### config.mk
export PLATFORM = sky130hd
export DESIGN_NAME = regfile_dump_ctrl
export DESIGN_NICKNAME = d
export VERILOG_FILES = /design/src/rtl/regfile_dump_ctrl.sv
export SDC_FILE = /design/constraint.sdc
export NUM_CORES = 1
export LEC_CHECK = 0
export ABC_AREA = 1
export CAP_MARGIN = 20
export CELL_PAD_IN_SITES_DETAIL_PLACEMENT = 0
export CELL_PAD_IN_SITES_GLOBAL_PLACEMENT = 1
export CORE_MARGIN = 2
export CORE_UTILIZATION = 36
export CTS_CLUSTER_DIAMETER = 150
export DETAILED_ROUTE_END_ITERATION = 6
export PLACE_DENSITY = 0.75
export SLEW_MARGIN = 20
export SYNTH_ARGS = -nofsm -noshare
export SYNTH_HDL_FRONTEND = slang
export SYNTH_SLANG_ARGS = --single-unit
### constraint.sdc
create_clock -name clk -period 1.7 [get_ports clk]
set_input_delay 0.425 -clock clk [delete_from_list [all_inputs] [get_ports clk]]
set_output_delay 0.425 -clock clk [all_outputs]
set_load 0.01 [all_outputs]
### src/rtl/regfile_dump_ctrl.sv
// Register-file dump initiator: sweeps every address on an async read port and
// streams each word MSB byte first on an 8-bit valid/ready link, then an XOR checksum.
module regfile_dump_ctrl #(
  parameter int unsigned WD   = 32,
  parameter int unsigned SEL  = 5,
  parameter int unsigned NREG = 32
) (
  input  logic           clk,
  input  logic           reset,
  input  logic           start_i,
  output logic [SEL-1:0] rd_addr_o,
  input  logic [WD-1:0]  rd_data_i,
  output logic [7:0]     tx_data_o,
  output logic           tx_valid_o,
  input  logic           tx_ready_i,
  output logic           busy_o,
  output logic           done_o
);

  localparam int unsigned NBYTES = WD / 8;
  localparam int unsigned BCW    = (NBYTES > 1) ? $clog2(NBYTES) : 1;
  localparam logic [BCW-1:0] LAST_BYTE = BCW'(NBYTES - 1);
  localparam logic [SEL-1:0] LAST_ADDR = SEL'(NREG - 1);

  typedef enum logic [2:0] {
    S_IDLE,
    S_LOAD,
    S_SEND,
    S_CSUM,
    S_DONE
  } state_t;

  state_t         state_q, state_d;
  logic [SEL-1:0] addr_q, addr_d;
  logic [BCW-1:0] byte_cnt_q, byte_cnt_d;
  logic [WD-1:0]  shift_q, shift_d;
  logic [7:0]     csum_q, csum_d;
  logic [7:0]     tx_data_q, tx_data_d;
  logic           tx_valid_q, tx_valid_d;
  logic           busy_q, busy_d;
  logic           done_q, done_d;
  logic           xfer;

  // Handshake is judged on the registered valid, so valid never depends on ready.
  assign xfer = tx_valid_q & tx_ready_i;

  // Next-state and datapath; outputs are decoded from the next state and registered.
  always_comb begin
    state_d    = state_q;
    addr_d     = addr_q;
    byte_cnt_d = byte_cnt_q;
    shift_d    = shift_q;
    csum_d     = csum_q;
    tx_data_d  = tx_data_q;
    tx_valid_d = 1'b0;
    busy_d     = 1'b0;
    done_d     = 1'b0;

    case (state_q)
      S_IDLE: begin
        if (start_i) begin
          state_d = S_LOAD;
          addr_d  = '0;
          csum_d  = '0;
        end
      end
      S_LOAD: begin
        shift_d    = rd_data_i;
        byte_cnt_d = '0;
        state_d    = S_SEND;
      end
      S_SEND: begin
        if (xfer) begin
          csum_d     = csum_q ^ tx_data_q;
          shift_d    = shift_q << 8;
          byte_cnt_d = byte_cnt_q + BCW'(1);
          if (byte_cnt_q == LAST_BYTE) begin
            if (addr_q == LAST_ADDR) begin
              state_d = S_CSUM;
            end else begin
              addr_d  = addr_q + SEL'(1);
              state_d = S_LOAD;
            end
          end
        end
      end
      S_CSUM: begin
        if (xfer) begin
          state_d = S_DONE;
        end
      end
      S_DONE: begin
        state_d = S_IDLE;
      end
      default: begin
        state_d = S_IDLE;
      end
    endcase

    // Data only changes when entering a byte slot, so it holds through stalls.
    if (state_d == S_SEND) begin
      tx_data_d  = shift_d[WD-1 -: 8];
      tx_valid_d = 1'b1;
    end else if (state_d == S_CSUM) begin
      tx_data_d  = csum_d;
      tx_valid_d = 1'b1;
    end
    busy_d = (state_d != S_IDLE);
    done_d = (state_d == S_DONE);
  end

  always_ff @(posedge clk or negedge reset) begin
    if (!reset) begin
      state_q    <= S_IDLE;
      addr_q     <= '0;
      byte_cnt_q <= '0;
      shift_q    <= '0;
      csum_q     <= '0;
      tx_data_q  <= '0;
      tx_valid_q <= 1'b0;
      busy_q     <= 1'b0;
      done_q     <= 1'b0;
    end else begin
      state_q    <= state_d;
      addr_q     <= addr_d;
      byte_cnt_q <= byte_cnt_d;
      shift_q    <= shift_d;
      csum_q     <= csum_d;
      tx_data_q  <= tx_data_d;
      tx_valid_q <= tx_valid_d;
      busy_q     <= busy_d;
      done_q     <= done_d;
    end
  end

  assign rd_addr_o  = addr_q;
  assign tx_data_o  = tx_data_q;
  assign tx_valid_o = tx_valid_q;
  assign busy_o     = busy_q;
  assign done_o     = done_q;

endmodule

* After elaboration in Yosys (flattened, before gate mapping)
Cells that the tools add are included.
Storage, ports and cells: output and inout bits 16, register bits after elaboration 61, logic and storage cells 55, input bits 36
Operators by class: bitwise gates (word level) 2, $add $sub $neg 2, equality and inequality tests 12, mux-type cells 22, reductions and logical operators 7
Operators with widths (count):
- case mux 32 bit (2 select lines) | 1
- two-way mux 32 bit | 1
- two-way mux 8 bit | 4
- two-way mux 5 bit | 4
- case mux 8 bit (2 select lines) | 1
- == test 3 x 2 -> 1 bit (second input constant) | 4
- two-way mux 3 bit | 4
- case mux 3 bit (4 select lines) | 1
- case mux 5 bit (2 select lines) | 1
- inequality test 2 bit (second input constant) | 4
- XOR 8 bit | 1
- nonzero test 2 bit | 3
- adder 5 x 1 -> 5 bit (second input constant) | 1
- == test 5 bit (second input constant) | 1
- AND reduction 5 bit | 1
- two-way mux 2 bit | 2
- case mux 2 bit (2 select lines) | 1
- == test 3 x 1 -> 1 bit (second input constant) | 1
- == test 3 bit (second input constant) | 1
- logical NOT 3 bit | 1
- nonzero test 3 bit | 1
- adder 2 x 1 -> 2 bit (second input constant) | 1
- == test 2 bit (second input constant) | 1
- two-way mux 1 bit | 2
- 2 further kinds | 2

* Depth between registers and ports, before layout
depth after elaboration 8, gate-level depth with buffers 11, gate-level depth less buffers 10

* Worst setup path after synthesis
Ideal clock, no wire load.
kind reg-to-reg, start point reg addr_q[0], in the netlist rd_addr_o[0], end point reg busy_q, in the netlist busy_o, slack 0.078 ns, cell stages (with the launch flop) 10, buffers on the path 1, arrival 1.495 ns, library setup time 0.127 ns, period minus slack after synthesis 1.622 ns, data required time 1.573 ns, cell sequence dfrtp_1 ha_1 nand2_1 nor2_1 ha_1 nor2_1 o21ai_4 buf_6 inv_2 nand3b_1
Between the ends: cells in the longest elaborated chain, start to end 6
Ends and longest elaborated chain:
- start, declared | line 34 | logic [SEL-1:0] addr_q, addr_d;
- start signal, assigned | line 125 | addr_q <= addr_d;
- == test 5 bit | line 78 | if (addr_q == LAST_ADDR) begin
- two-way mux 2 bit | line 78
- two-way mux 3 bit | line 77 | if (byte_cnt_q == LAST_BYTE) begin
- two-way mux 3 bit | line 73 | if (xfer) begin
- case mux 3 bit (4 select lines) | line 59 | case (state_q)
- named net state_d[1] | line 33 | state_t state_q, state_d;
- nonzero test 3 bit | line 108 | busy_d = (state_d != S_IDLE);
- named net busy_d | line 40 | logic busy_q, busy_d;
- end signal, assigned | line 131 | busy_q <= busy_d;
- end, declared | line 40
The timed path passes the listed nets, and every way through them passes these cells. A chain may end at the register's enable or synchronous reset.

* Final worst setup path
start point reg addr_q[0], in the netlist rd_addr_o[0], end point reg tx_data_q[4], in the netlist tx_data_o[4]
Between the ends: cells in the longest elaborated chain, start to end 7, elaborated cells between the ends (all ways) 9, classes of those cells 3 x eq/ne; 5 x mux; 1 x reduce/logical
Ends and longest elaborated chain:
- == test 5 bit (*) | line 78
- two-way mux 2 bit (*) | line 78
- two-way mux 3 bit (*) | line 77
- two-way mux 3 bit (*) | line 73
- case mux 3 bit (4 select lines) (*) | line 59
- == test 3 x 2 -> 1 bit (on tied branches) | line 101, 104
- two-way mux 8 bit or nonzero test 2 bit (tied branches)
- end signal, assigned | line 129 | tx_data_q <= tx_data_d;
- end, declared | line 38 | logic [7:0] tx_data_q, tx_data_d;
Every way passes the cells marked *; elsewhere a longest branch is shown, timed or not.

==> flow_metrics.py <==
metrics = {
    "timing": {
        "fin_crit_sh_pct": 98.3,
        "relSlewSlack_pct": 74.3,
        "tightest_slew_ns": 0.385,
        "max_freq_mhz": 598,
        "finClkSkew_ns": 0.0135,
        "fin_crit_ns": 1.67,
        "slew_viol_final": 0,
        "hold_viol": 0,
        "setup_violations": 0,
        "rsz0062_at_grt": "yes",
    },
    "worst_setup_path": {
        "r2r_end": "tx_data_o[4]$_DFFE_PN0P_",
        "worstSetupPathType": "reg -> reg",
        "reg2reg_slack_ns": 0.03,
        "crit_end": "tx_data_o[4]$_DFFE_PN0P_",
        "cp_slowest_cell": "dfrtp_1",
        "cp_cell_sequence": "ha_2 > nand2_2 > nor2_2 > ha_2 > nor2_4 > o21ai_4 > buf_6 > clkbuf_16 > nor2_1 > nor2_1",
        "cp.required_ns": 1.96,
        "crit_family": "adder cells",
        "crit_cells": 10,
        "critPathMaxStageDelay_ns": 0.35,
        "rr_worst_depth": 10,
        "rr_startpoint": "rd_addr_o[0]$_DFFE_PN0P_",
        "worstPathArrival_ns": 1.94,
        "critPathLaunch": "rd_addr_o[0]$_DFFE_PN0P_",
        "cp-start-kind": "flop",
        "cp_num_buf_inv": 2,
        "critPathCaptureType": "flop",
        "crit_fanout": 8,
    },
    "floorplanning": {
        "die_w_um": 96.4,
        "die_h_um": 96.4,
        "rows": 33,
        "initial_core_util_pct": 37.3,
        "core_um2": 8260,
        "ios": 52,
        "dieArea_um2": 9300,
    },
    "cells_and_area": {
        "final_common_cell": "nand2_1",
        "drive_gt1_share_pct": 24.9,
        "layout_common_cells": "nand2_1 (109), dfrtp_1 (59), nand3_1 (49), buf_4 (38), clkdlybuf4s50_1 (36)",
        "fin_area_um2": 4360,
        "nets": 491,
        "area_growth_pct": 41.8,
        "num_antenna_cells": 0,
    },
    "yosys": {
        "syn_area_um2": 3080,
        "synth_edf_count": 0,
        "avgSynthCellArea_um2": 8.64,
        "postSynth.asyncResetShare_pct": 100,
        "syn_inst": 356,
        "yosysWarnings": 0,
        "synth.distinct_cells": 31,
        "yosys_most_used_dff": "dfrtp_1",
        "yosysSeqAreaShare_pct": 49.6,
        "synth-seq-cells": 61,
        "syn_nets": 395,
    },
    "hold_path": {
        "hold_path_class": "reg -> reg",
        "holdPathStages": 2,
    },
    "detailed_routing": {
        "drc": 0,
        "wl_um": 7840,
        "drtPass1Iterations": 4,
        "vias_per_cell": 4.89,
        "antenna_left": 0,
        "avgRoutedWirePerCell_um": 14.0,
        "vias": 2746,
        "drtIter0Drc": 100,
    },
    "placement": {
        "routabilityCongestion": 0.877,
        "hpwl_um": 5530,
        "io_buffers": 51,
        "dpl-instance-area_um2": 3980,
    },
    "clock_tree": {
        "path_clk_slew_ns": 0.08,
        "h-tree-depth": 3,
        "cts_num_sinks": 61,
        "root_buffer": "clkbuf_8",
        "clock_latency_ns": 0.35,
        "numCtsBuffers": 9,
        "clockBufferDepth": 2,
        "tritoncts": "built",
    },
    "grt": {
        "antenna_found_initial": 0,
        "grt_usage_pct": 18.0,
        "grt_pass1_vias": 2664,
        "grt_max_degree": 27,
        "grt.overflow.total": 0,
        "grt_first_pass_wirelength_um": 12600,
    },
    "flow_run": {
        "maxCapViolations": 0,
    },
    "power_and_ir_drop": {
        "vdd_drop_max_uv": 705,
        "report.power.total_uw": 7940,
        "power_density_nw_per_um2": 1820,
        "p_leak_uw": 0.00219,
    },
    "run_status": {
        "status": "completed",
    },
}
## how the worst min path moves through the flow
| stage | start | slack (ns) | to |
|---|---|---|---|
| 6_report | shift_q[19]$_DFFE_PN0P_ | 0.49 | shift_q[19]$_DFFE_PN0P_ |
| 5_1_grt | shift_q[8]$_DFFE_PN0P_ | 0.51 | shift_q[8]$_DFFE_PN0P_ |
| 4_1_cts | shift_q[15]$_DFFE_PN0P_ | 0.49 | shift_q[15]$_DFFE_PN0P_ |
| 3_5_place_dp | reset | 0.37 | shift_q[12]$_DFFE_PN0P_ |
| 3_3_place_gp | reset | 0.36 | shift_q[12]$_DFFE_PN0P_ |
| 2_1_floorplan | reset | 0.13 | busy_o$_DFF_PN0_ |
## registers in the layout (all words and copies together) (netlist names)
name and cells:
rd_addr_o 5, tx_valid_o 1, byte_cnt_q 2, state_q 3, tx_data_o 8, csum_q 8, done_o 1, shift_q 32
busy_o 1
## cell usage after synthesis (2+ instances only)
cell type,number,area (um^2)
nand3b_1,3,22.5
nor2_1,24,90.1
nand2_1,116,435
dfrtp_1,61,1530
buf_4,5,37.5
nand2_4,2,22.5
buf_2,6,30.0
a21oi_2,6,52.6
a22o_1,9,78.8
nand3_1,51,255
inv_2,4,15.0
ha_1,3,37.5
nor2_2,2,12.5
nand3_4,2,35.0
nor2_4,6,67.6
o21ai_0,3,15.0
o31ai_1,2,15.0
inv_1,17,63.8
nor3_1,2,10.0
a21oi_1,3,15.0
nand2_2,4,25.0
a22oi_1,16,120
## where the power goes
group | total, uW | switching, uW | internal [uW] | leakage (uW)
Clock | 1320 | 627 | 694 | 0.000105
Combinational | 4180 | 2220 | 1960 | 0.00130
Sequential | 2450 | 401 | 2050 | 0.000780
## worst register-to-register path, cell delays in order, from the launching register on
cell and delay, ns:
dfrtp_1 0.35, ha_2 0.19, nand2_2 0.07, nor2_2 0.13, ha_2 0.24, nor2_4 0.06, o21ai_4 0.17, buf_6 0.13
clkbuf_16 0.14, nor2_1 0.04, nor2_1 0.09
## timing repair
item	CTS	global route
resized for setup	12	28
pin swaps	1	20
hold buffers	1	0
setup buffers	5	2
setup endpoints to repair	23	15
gates cloned	0	1
hold endpoints to repair	11	0
## final cells by class
cell class | count | area, um^2
Multi-Input combinational cell | 259 | 1440
Clock buffer | 9 | 124
Clock inverter | 7 | 78.8
Timing Repair Buffer | 99 | 971
Tap cell | 105 | 131
Fill cell | 805 | 3900
Inverter | 22 | 85.1
Sequential cell | 61 | 1530
## stage by stage
| step | setup slack [ns] | utilization, % | std cells | TNS, ns | hold slack [ns] |
|---|---|---|---|---|---|
| after global placement | -0.243 | 48.2 | 537 | -7.89 | 0.361 |
| after floorplan | 0.0783 | - | 356 | 0 | 0.129 |
| after CTS | 0.0162 | 51.3 | 559 | 0 | 0.491 |
| after global routing | -0.0645 | 52.8 | 562 | -0.311 | 0.509 |
| after detailed placement | -0.258 | 48.2 | 537 | -8.97 | 0.366 |
| final | 0.0286 | 52.8 | 562 | 0 | 0.489 |
## per-layer routing
metal / GRT usage [%] / part of all wire [%]
met5: 0 / 0
met4: 7.39 / 1.4
met3: 3.10 / 4.1
met2: 29.1 / 48
met1: 24.1 / 47
## cells by family (layout without fill, tap and decap cells)
group	after synthesis	in the layout	synth area share, %
simple gates	212	212	31.7
flops	61	61	49.6
compound gates	43	43	11.2
buf+inv	36	137	5.94
fa+ha+maj	3	3	1.22
xor+xnor	1	1	0.285
Note: power is estimated with default switching activity, not from simulation.
